**config.mk**
```make
export PLATFORM = sky130hd
export DESIGN_NAME = data_memory_arbiter_flat
export DESIGN_NICKNAME = d
export VERILOG_FILES = /design/src/rtl/data_memory_arbiter_if.sv /design/src/rtl/data_memory_arbiter.sv /design/src/flat_wrapper.sv
export SDC_FILE = /design/constraint.sdc
export NUM_CORES = 1
export LEC_CHECK = 0
export ABC_AREA = 1
export BUFFER_PORTS_ARGS = -buffer_cell sky130_fd_sc_hd__buf_2
export CAP_MARGIN = 20
export CORE_MARGIN = 3
export CORE_UTILIZATION = 45
export CTS_CLUSTER_SIZE = 28
export DETAILED_ROUTE_END_ITERATION = 7
export GPL_ROUTABILITY_DRIVEN = 0
export PLACE_DENSITY = 0.74
export SLEW_MARGIN = 10
export SYNTH_ARGS = -nofsm -noshare
export SYNTH_HDL_FRONTEND = slang
export SYNTH_SLANG_ARGS = --single-unit
export TNS_END_PERCENT = 100
```
**constraint.sdc**
```tcl
create_clock -name clk -period 2.3 [get_ports clk]
set_input_delay 0.345 -clock clk [delete_from_list [all_inputs] [get_ports clk]]
set_output_delay 0.345 -clock clk [all_outputs]
set_load 0.1 [all_outputs]
```
**src/rtl/data_memory_arbiter_if.sv**
```systemverilog
// data_memory_arbiter_if: requester ports A/B (req, addr, we, wdata, ack, rdata) plus datamemory address/we/data bus
interface data_memory_arbiter_if #(parameter int ADDR_WIDTH = 7, parameter int DATA_WIDTH = 32);
  logic                  reqA;
  logic [ADDR_WIDTH-1:0] addrA;
  logic                  ackA;
  logic [DATA_WIDTH-1:0] rdataA;
  logic                  reqB;
  logic                  weB;
  logic [ADDR_WIDTH-1:0] addrB;
  logic [DATA_WIDTH-1:0] wdataB;
  logic                  ackB;
  logic [DATA_WIDTH-1:0] rdataB;
  logic [ADDR_WIDTH-1:0] memAddress;
  logic                  memWriteEnable;
  logic [DATA_WIDTH-1:0] memDataIn;
  logic [DATA_WIDTH-1:0] memDataOut;
  modport slave (
    input  reqA, addrA, reqB, weB, addrB, wdataB, memDataOut,
    output ackA, rdataA, ackB, rdataB, memAddress, memWriteEnable, memDataIn
  );
  modport master (
    output reqA, addrA, reqB, weB, addrB, wdataB, memDataOut,
    input  ackA, rdataA, ackB, rdataB, memAddress, memWriteEnable, memDataIn
  );
endinterface

```
**src/rtl/data_memory_arbiter.sv**
```systemverilog
// data_memory_arbiter: round-robin IDLE/BUSY/DONE arbiter of one data memory between port A (read) and port B (read/write); clk, reset, bus (slave modport)
module data_memory_arbiter #(
  parameter int ADDR_WIDTH = 7,
  parameter int DATA_WIDTH = 32
) (
  input logic clk,
  input logic reset,
  data_memory_arbiter_if.slave bus
);
  typedef enum logic [1:0] {IDLE, BUSY, DONE} state_t;
  state_t state, state_d;
  logic win_b, last_b, we_r, grant, pick_b;
  logic [ADDR_WIDTH-1:0] addr_r;
  logic [DATA_WIDTH-1:0] wdata_r, rdata_a, rdata_b;
  always_comb begin
    pick_b  = bus.reqB && (!bus.reqA || !last_b);
    grant   = state == IDLE && (bus.reqA || bus.reqB);
    state_d = state == IDLE ? (grant ? BUSY : IDLE) : state == BUSY ? DONE : IDLE;
  end
  always_ff @(posedge clk)
    if (reset) state <= IDLE;
    else state <= state_d;
  always_ff @(posedge clk) begin
    if (reset) begin
      win_b   <= 1'b0;
      last_b  <= 1'b1;
      we_r    <= 1'b0;
      addr_r  <= '0;
      wdata_r <= '0;
      rdata_a <= '0;
      rdata_b <= '0;
    end else begin
      if (grant) begin
        win_b  <= pick_b;
        addr_r <= pick_b ? bus.addrB : bus.addrA;
        we_r   <= pick_b && bus.weB;
        if (pick_b) wdata_r <= bus.wdataB;
      end
      if (state == DONE) begin
        last_b <= win_b;
        if (!we_r && win_b) rdata_b <= bus.memDataOut;
        if (!we_r && !win_b) rdata_a <= bus.memDataOut;
      end
    end
  end
  // ack is gated by reset so a transaction aborted in its DONE cycle never signals completion
  assign bus.ackA           = state == DONE && !win_b && !reset;
  assign bus.ackB           = state == DONE && win_b && !reset;
  assign bus.rdataA         = rdata_a;
  assign bus.rdataB         = rdata_b;
  assign bus.memAddress     = addr_r;
  assign bus.memDataIn      = wdata_r;
  assign bus.memWriteEnable = state == BUSY && we_r;
endmodule

```
**src/flat_wrapper.sv**
```systemverilog
// flat-port wrapper written by rule: the top's interface ports become plain ports
module data_memory_arbiter_flat 
#(
  parameter int ADDR_WIDTH = 7,
  parameter int DATA_WIDTH = 32
)
  (clk, reset, bus_reqA, bus_addrA, bus_reqB, bus_weB, bus_addrB, bus_wdataB, bus_memDataOut, bus_ackA, bus_rdataA, bus_ackB, bus_rdataB, bus_memAddress, bus_memWriteEnable, bus_memDataIn);
  data_memory_arbiter_if #(.ADDR_WIDTH(ADDR_WIDTH), .DATA_WIDTH(DATA_WIDTH)) bus_i ();
  input logic clk;
  input logic reset;
  input wire logic [$bits(bus_i.reqA)-1:0] bus_reqA;
  input wire logic [$bits(bus_i.addrA)-1:0] bus_addrA;
  input wire logic [$bits(bus_i.reqB)-1:0] bus_reqB;
  input wire logic [$bits(bus_i.weB)-1:0] bus_weB;
  input wire logic [$bits(bus_i.addrB)-1:0] bus_addrB;
  input wire logic [$bits(bus_i.wdataB)-1:0] bus_wdataB;
  input wire logic [$bits(bus_i.memDataOut)-1:0] bus_memDataOut;
  output wire logic [$bits(bus_i.ackA)-1:0] bus_ackA;
  output wire logic [$bits(bus_i.rdataA)-1:0] bus_rdataA;
  output wire logic [$bits(bus_i.ackB)-1:0] bus_ackB;
  output wire logic [$bits(bus_i.rdataB)-1:0] bus_rdataB;
  output wire logic [$bits(bus_i.memAddress)-1:0] bus_memAddress;
  output wire logic [$bits(bus_i.memWriteEnable)-1:0] bus_memWriteEnable;
  output wire logic [$bits(bus_i.memDataIn)-1:0] bus_memDataIn;
  assign bus_i.reqA = bus_reqA;
  assign bus_i.addrA = bus_addrA;
  assign bus_i.reqB = bus_reqB;
  assign bus_i.weB = bus_weB;
  assign bus_i.addrB = bus_addrB;
  assign bus_i.wdataB = bus_wdataB;
  assign bus_i.memDataOut = bus_memDataOut;
  assign bus_ackA = bus_i.ackA;
  assign bus_rdataA = bus_i.rdataA;
  assign bus_ackB = bus_i.ackB;
  assign bus_rdataB = bus_i.rdataB;
  assign bus_memAddress = bus_i.memAddress;
  assign bus_memWriteEnable = bus_i.memWriteEnable;
  assign bus_memDataIn = bus_i.memDataIn;
  data_memory_arbiter #(.ADDR_WIDTH(ADDR_WIDTH), .DATA_WIDTH(DATA_WIDTH)) u_core (.clk(clk), .reset(reset), .bus(bus_i));
endmodule
```
# After elaboration in Yosys (flattened, before gate mapping)
# Cells that the tools add are included.
# totals
register_bits	108
latch_bits	0
mem_bits_rw	0
romBits	0
word_cells	35
mem_count	0
# classes
n_addsub	0
multipliers	0
div_mod_pow	0
order_cmp	0
n_eq_ne	2
n_shift	0
n_mux	4
bitwise	0
n_reduce_logical	21
# op_table
cell	count
$logic_and 1x1->1	10
$mux 7	1
$reduce_and 2->1	3
$logic_not 1->1	5
$mux 2	2
$eq 2x1->1 const B	1
$eq 2x2->1 const B	1
$logic_not 2->1	1
$logic_or 1x1->1	2
$mux 1	1

# Depth between registers and ports, before layout
# logic_depth
ltp_word	4
mapped_depth	8
ltp_nobuf	6

# Worst setup path after synthesis
# No wires, ideal clock.
# synth_path
kind	register to output
start	register u_core.state[0]
end	output port bus_ackA
arrival_ns	2.469
required_time_ns	1.955
setup_slack_ns	-0.514
path_stages_with_launch	4
path_cell_list	dfxtp_1 -> inv_1 -> nand2_1 -> nor3_1
# synth_via
elab_chain_cells	3
# synth_lines
item	line	text
from (decl)	data_memory_arbiter.sv:11	state_t state, state_d;
from (signal assigned)	data_memory_arbiter.sv:22	else state <= state_d;
$eq 2x2->1	data_memory_arbiter.sv:47	assign bus.ackA = state == DONE && !win_b && !reset;
$logic_and 1x1->1 (2 in series)	data_memory_arbiter.sv:47	
to (decl)	flat_wrapper.sv:18	output wire logic [$bits(bus_i.ackA)-1:0] bus_ackA;
# No other way between the ends.

# Worst setup path after layout
# layout_path
start	register u_core.state[1]
end	output port bus_ackB
# layout_via
elab_chain_cells	3
# layout_lines
item	line	text
$eq 2x2->1	data_memory_arbiter.sv:48	assign bus.ackB = state == DONE && win_b && !reset;
$logic_and 1x1->1 (2 in series)	data_memory_arbiter.sv:48	
to (decl)	flat_wrapper.sv:20	output wire logic [$bits(bus_i.ackB)-1:0] bus_ackB;
# No other way between the ends.

==> impl_metrics.tcl <==
set metrics [dict create \
    syn_area_per_cell_um2 7.187 \
    track_usage 0.2012 \
    fill_cells 907 \
    finalHoldViolCount 0 \
    slew_headroom 0.5639 \
    overflow 0 \
    grt_use_met1 0.2305 \
    num_antenna_cells 0 \
    drc_errors 0 \
    synth_top_family_by_area "simple AND/OR/NAND/NOR gates" \
    numPortBuffers 188 \
    vdd_drop_max_v 0.0003543 \
    seqPwrFrac 0.464 \
    areaGrowthSynthToFinish_pct 26.22 \
    intPower_uw 2627 \
    wl_per_cell_um 12.65 \
    netlist_area_um2 4219 \
    num_vias 4196 \
    cts_hold_buf 0 \
    start_util 0.4723 \
    tightest_slew_ns 0.6531 \
    num_io_pins 189 \
    root_buffer "clkbuf_8" \
    startpoint_type "flip-flop" \
    max_cap_violations 0 \
    synth_compound_area_frac 0.08660 \
    ys_ff_latch 108 \
    worstSetupEndpointType "output pin" \
    cp_slowest_stage_delay_ns 0.43 \
    ctsResizeCount 0 \
    crit_fanout 3 \
    setup_viol 0 \
    dieArea_um2 10570 \
    path_cells "inv_1, nor2_2, nand2_1, nor2_1, buf_2" \
    synthMuxAreaShare 0 \
    cts_tree "done" \
    synth-simple-area-share 0.3034 \
    cts_num_sinks 108 \
    rows 34 \
    status "finished, final reports clean" \
    wl_um 10990 \
    grt_max_degree 63 \
    fin_crit_sh 0.8427 \
    rsz0062_at_grt "no" \
    p_leak_uw 0.002759 \
    synth_adder_area_share 0 \
    clock_latency_ns 0.36 \
    cp.required_ns 1.96 \
    synth_xor_xnor_area_share 0 \
    critical_path_class "reg2out" \
    nets 839 \
    synth_area_leaders "dfxtp_1 (51%), nor2_1 (20%), o21ai_0 (7.6%), nand3_1 (4.7%), nand2_1 (4.5%)" \
    cp_slowest_cell "buf_2" \
    clockBufferDepth 2 \
    arrival_ns 1.59 \
    yosysTopAreaCell "dfxtp_1" \
    ys.warnings.count 0 \
    p_comb_frac 0.280 \
    period_minus_slack_ns 1.938 \
    p_sw_uw 1732 \
    synth.top_cell.area_share 0.5125 \
    vias_per_cell 4.829 \
    drv_slew 0 \
    path_clk_slew_ns 0.11 \
    place_hpwl_um 7876 \
    antenna_found_initial 0 \
    seq_area_frac_synth 0.5125 \
    syn-num-nets 670 \
    numCtsBuffers 9 \
    dr.pass1.iters 6 \
    fmax_mhz 515.9 \
    swShare 0.3974 \
    drtIter0Drc 119 \
    cts_htree_levels 3 \
    postRouteAntennaNets 0 \
    core_um2 8934 \
    fin_tns_setup_ns 0 \
    clock_skew_ns 0.01137 \
    drive_above_1_share 0.2930 \
    synth_cell_type_count 17 \
    met3_usage 0.06834 \
    syn-instance-count 587 \
    clockPowerShare 0.256 \
    die_x_um 102.8 \
    grt_pass1_wl_um 17100 \
    hp-class "in2reg" \
    path_buf_inv 2 \
    met2_usage 0.3590 \
    busiest_layer "met2" \
    postCtsSetupRepairBufs 0 \
    grt_pass1_vias 3816 \
    cp_top_family "buffers and inverters" \
    holdWs_ns 0.2425 \
    die_y_um 102.8 \
    p_per_area_nw_per_um2 818.5 \
]
## layout by cell type (no fill, tap or decap)
cell,instances
nor2_1,221
inv_2,5
a21oi_1,2
buf_12,1
inv_6,1
nand2_1,51
buf_2,188
inv_1,45
clkinvlp_4,1
inv_8,3
o21ai_1,7
buf_4,5
nand3_1,40
clkinv_4,2
nor2_4,2
clkbuf_8,9
dfxtp_1,108
nor3_2,1
nand2_2,3
o21ai_0,64
nor2_2,2
## registers in the layout, indices dropped and copies added, names as in the netlist
| register | count |
|---|---|
| u_core.bus.memDataIn | 32 |
| u_core.last_b | 1 |
| u_core.bus.rdataB | 32 |
| u_core.bus.memAddress | 7 |
| u_core.bus.rdataA | 32 |
| u_core.win_b | 1 |
| u_core.state | 2 |
| u_core.we_r | 1 |
## layout make-up
type	instances	area, um2	share of cell area
clock buffer	9	123.9	0.02326
clock inverter	7	67.56	0.01269
inverter	50	187.7	0.03524
multi-input combinational	393	1650	0.3099
sequential	108	2162	0.4060
tap	108	135.1	0.02538
timing repair buffer	194	998.5	0.1875
## power by group through the flow
stage / Combinational [uW] / Sequential [uW] / Clock [uW]
floorplan: 319 / 2750 / 0
global placement: 1210 / 2060 / 0
detailed placement: 1220 / 2070 / 0
CTS: 1220 / 2020 / 1160
global route: 1300 / 2040 / 1230
finish: 1220 / 2020 / 1120
## logic make-up after synthesis
group	count (synthesis)
and+or+nand+nor	320
buffers and inverters	86
AOI/OAI and AO/OA	73
DFF	108
## worst register-to-register path, stage by stage (launching register included)
cell	delay, ns
dfxtp_1	0.33
nand2_2	0.14
nand2_2	0.11
inv_2	0.50
nand3_1	0.17
nand2_1	0.09
nor2_1	0.04
## path summary, 6_finish.rpt
| check | depth (start not counted) | from | slack (ns) | to |
|---|---|---|---|---|
| max | 5 | u_core.state[1] | 0.36 | bus_ackB |
| min | 3 | bus_memDataOut[14] | 0.24 | u_core.bus.rdataB[14] |
| max reg2reg | 6 | u_core.last_b | 0.81 | u_core.bus.memDataIn[17] |
| min reg2reg | 2 | u_core.bus.rdataA[22] | 0.48 | u_core.bus.rdataA[22] |
## layer usage
layer / share of wire / up-vias / wire length [um]
met5: 0 / - / 0
met4: 0.0032 / 0 / 35
met3: 0.096 / 2 / 1052
met2: 0.49 / 148 / 5417
met1: 0.41 / 1906 / 4484
li1: - / 2140 / -
## cell usage after synthesis, drive strengths merged
cell,count
clkbuf,12
nand2,54
o21ai,71
nor3,1
nor2,225
inv,50
a21oi,2
buf,24
nand3,40
dfxtp,108
## metrics by stage
stage	power, uW	util	instances	worst slack (ns)	area, um2
global placement	3271	0.5747	853	0.6945	5134
global route	4562	0.5961	869	0.2588	5325
finish	4359	0.5961	869	0.3617	5325
detailed placement	3289	0.5747	853	0.6398	5134
CTS	4410	0.5961	869	0.3591	5325
floorplan	3067	-	587	0.1327	4224
(Power assumes the default switching activity.)
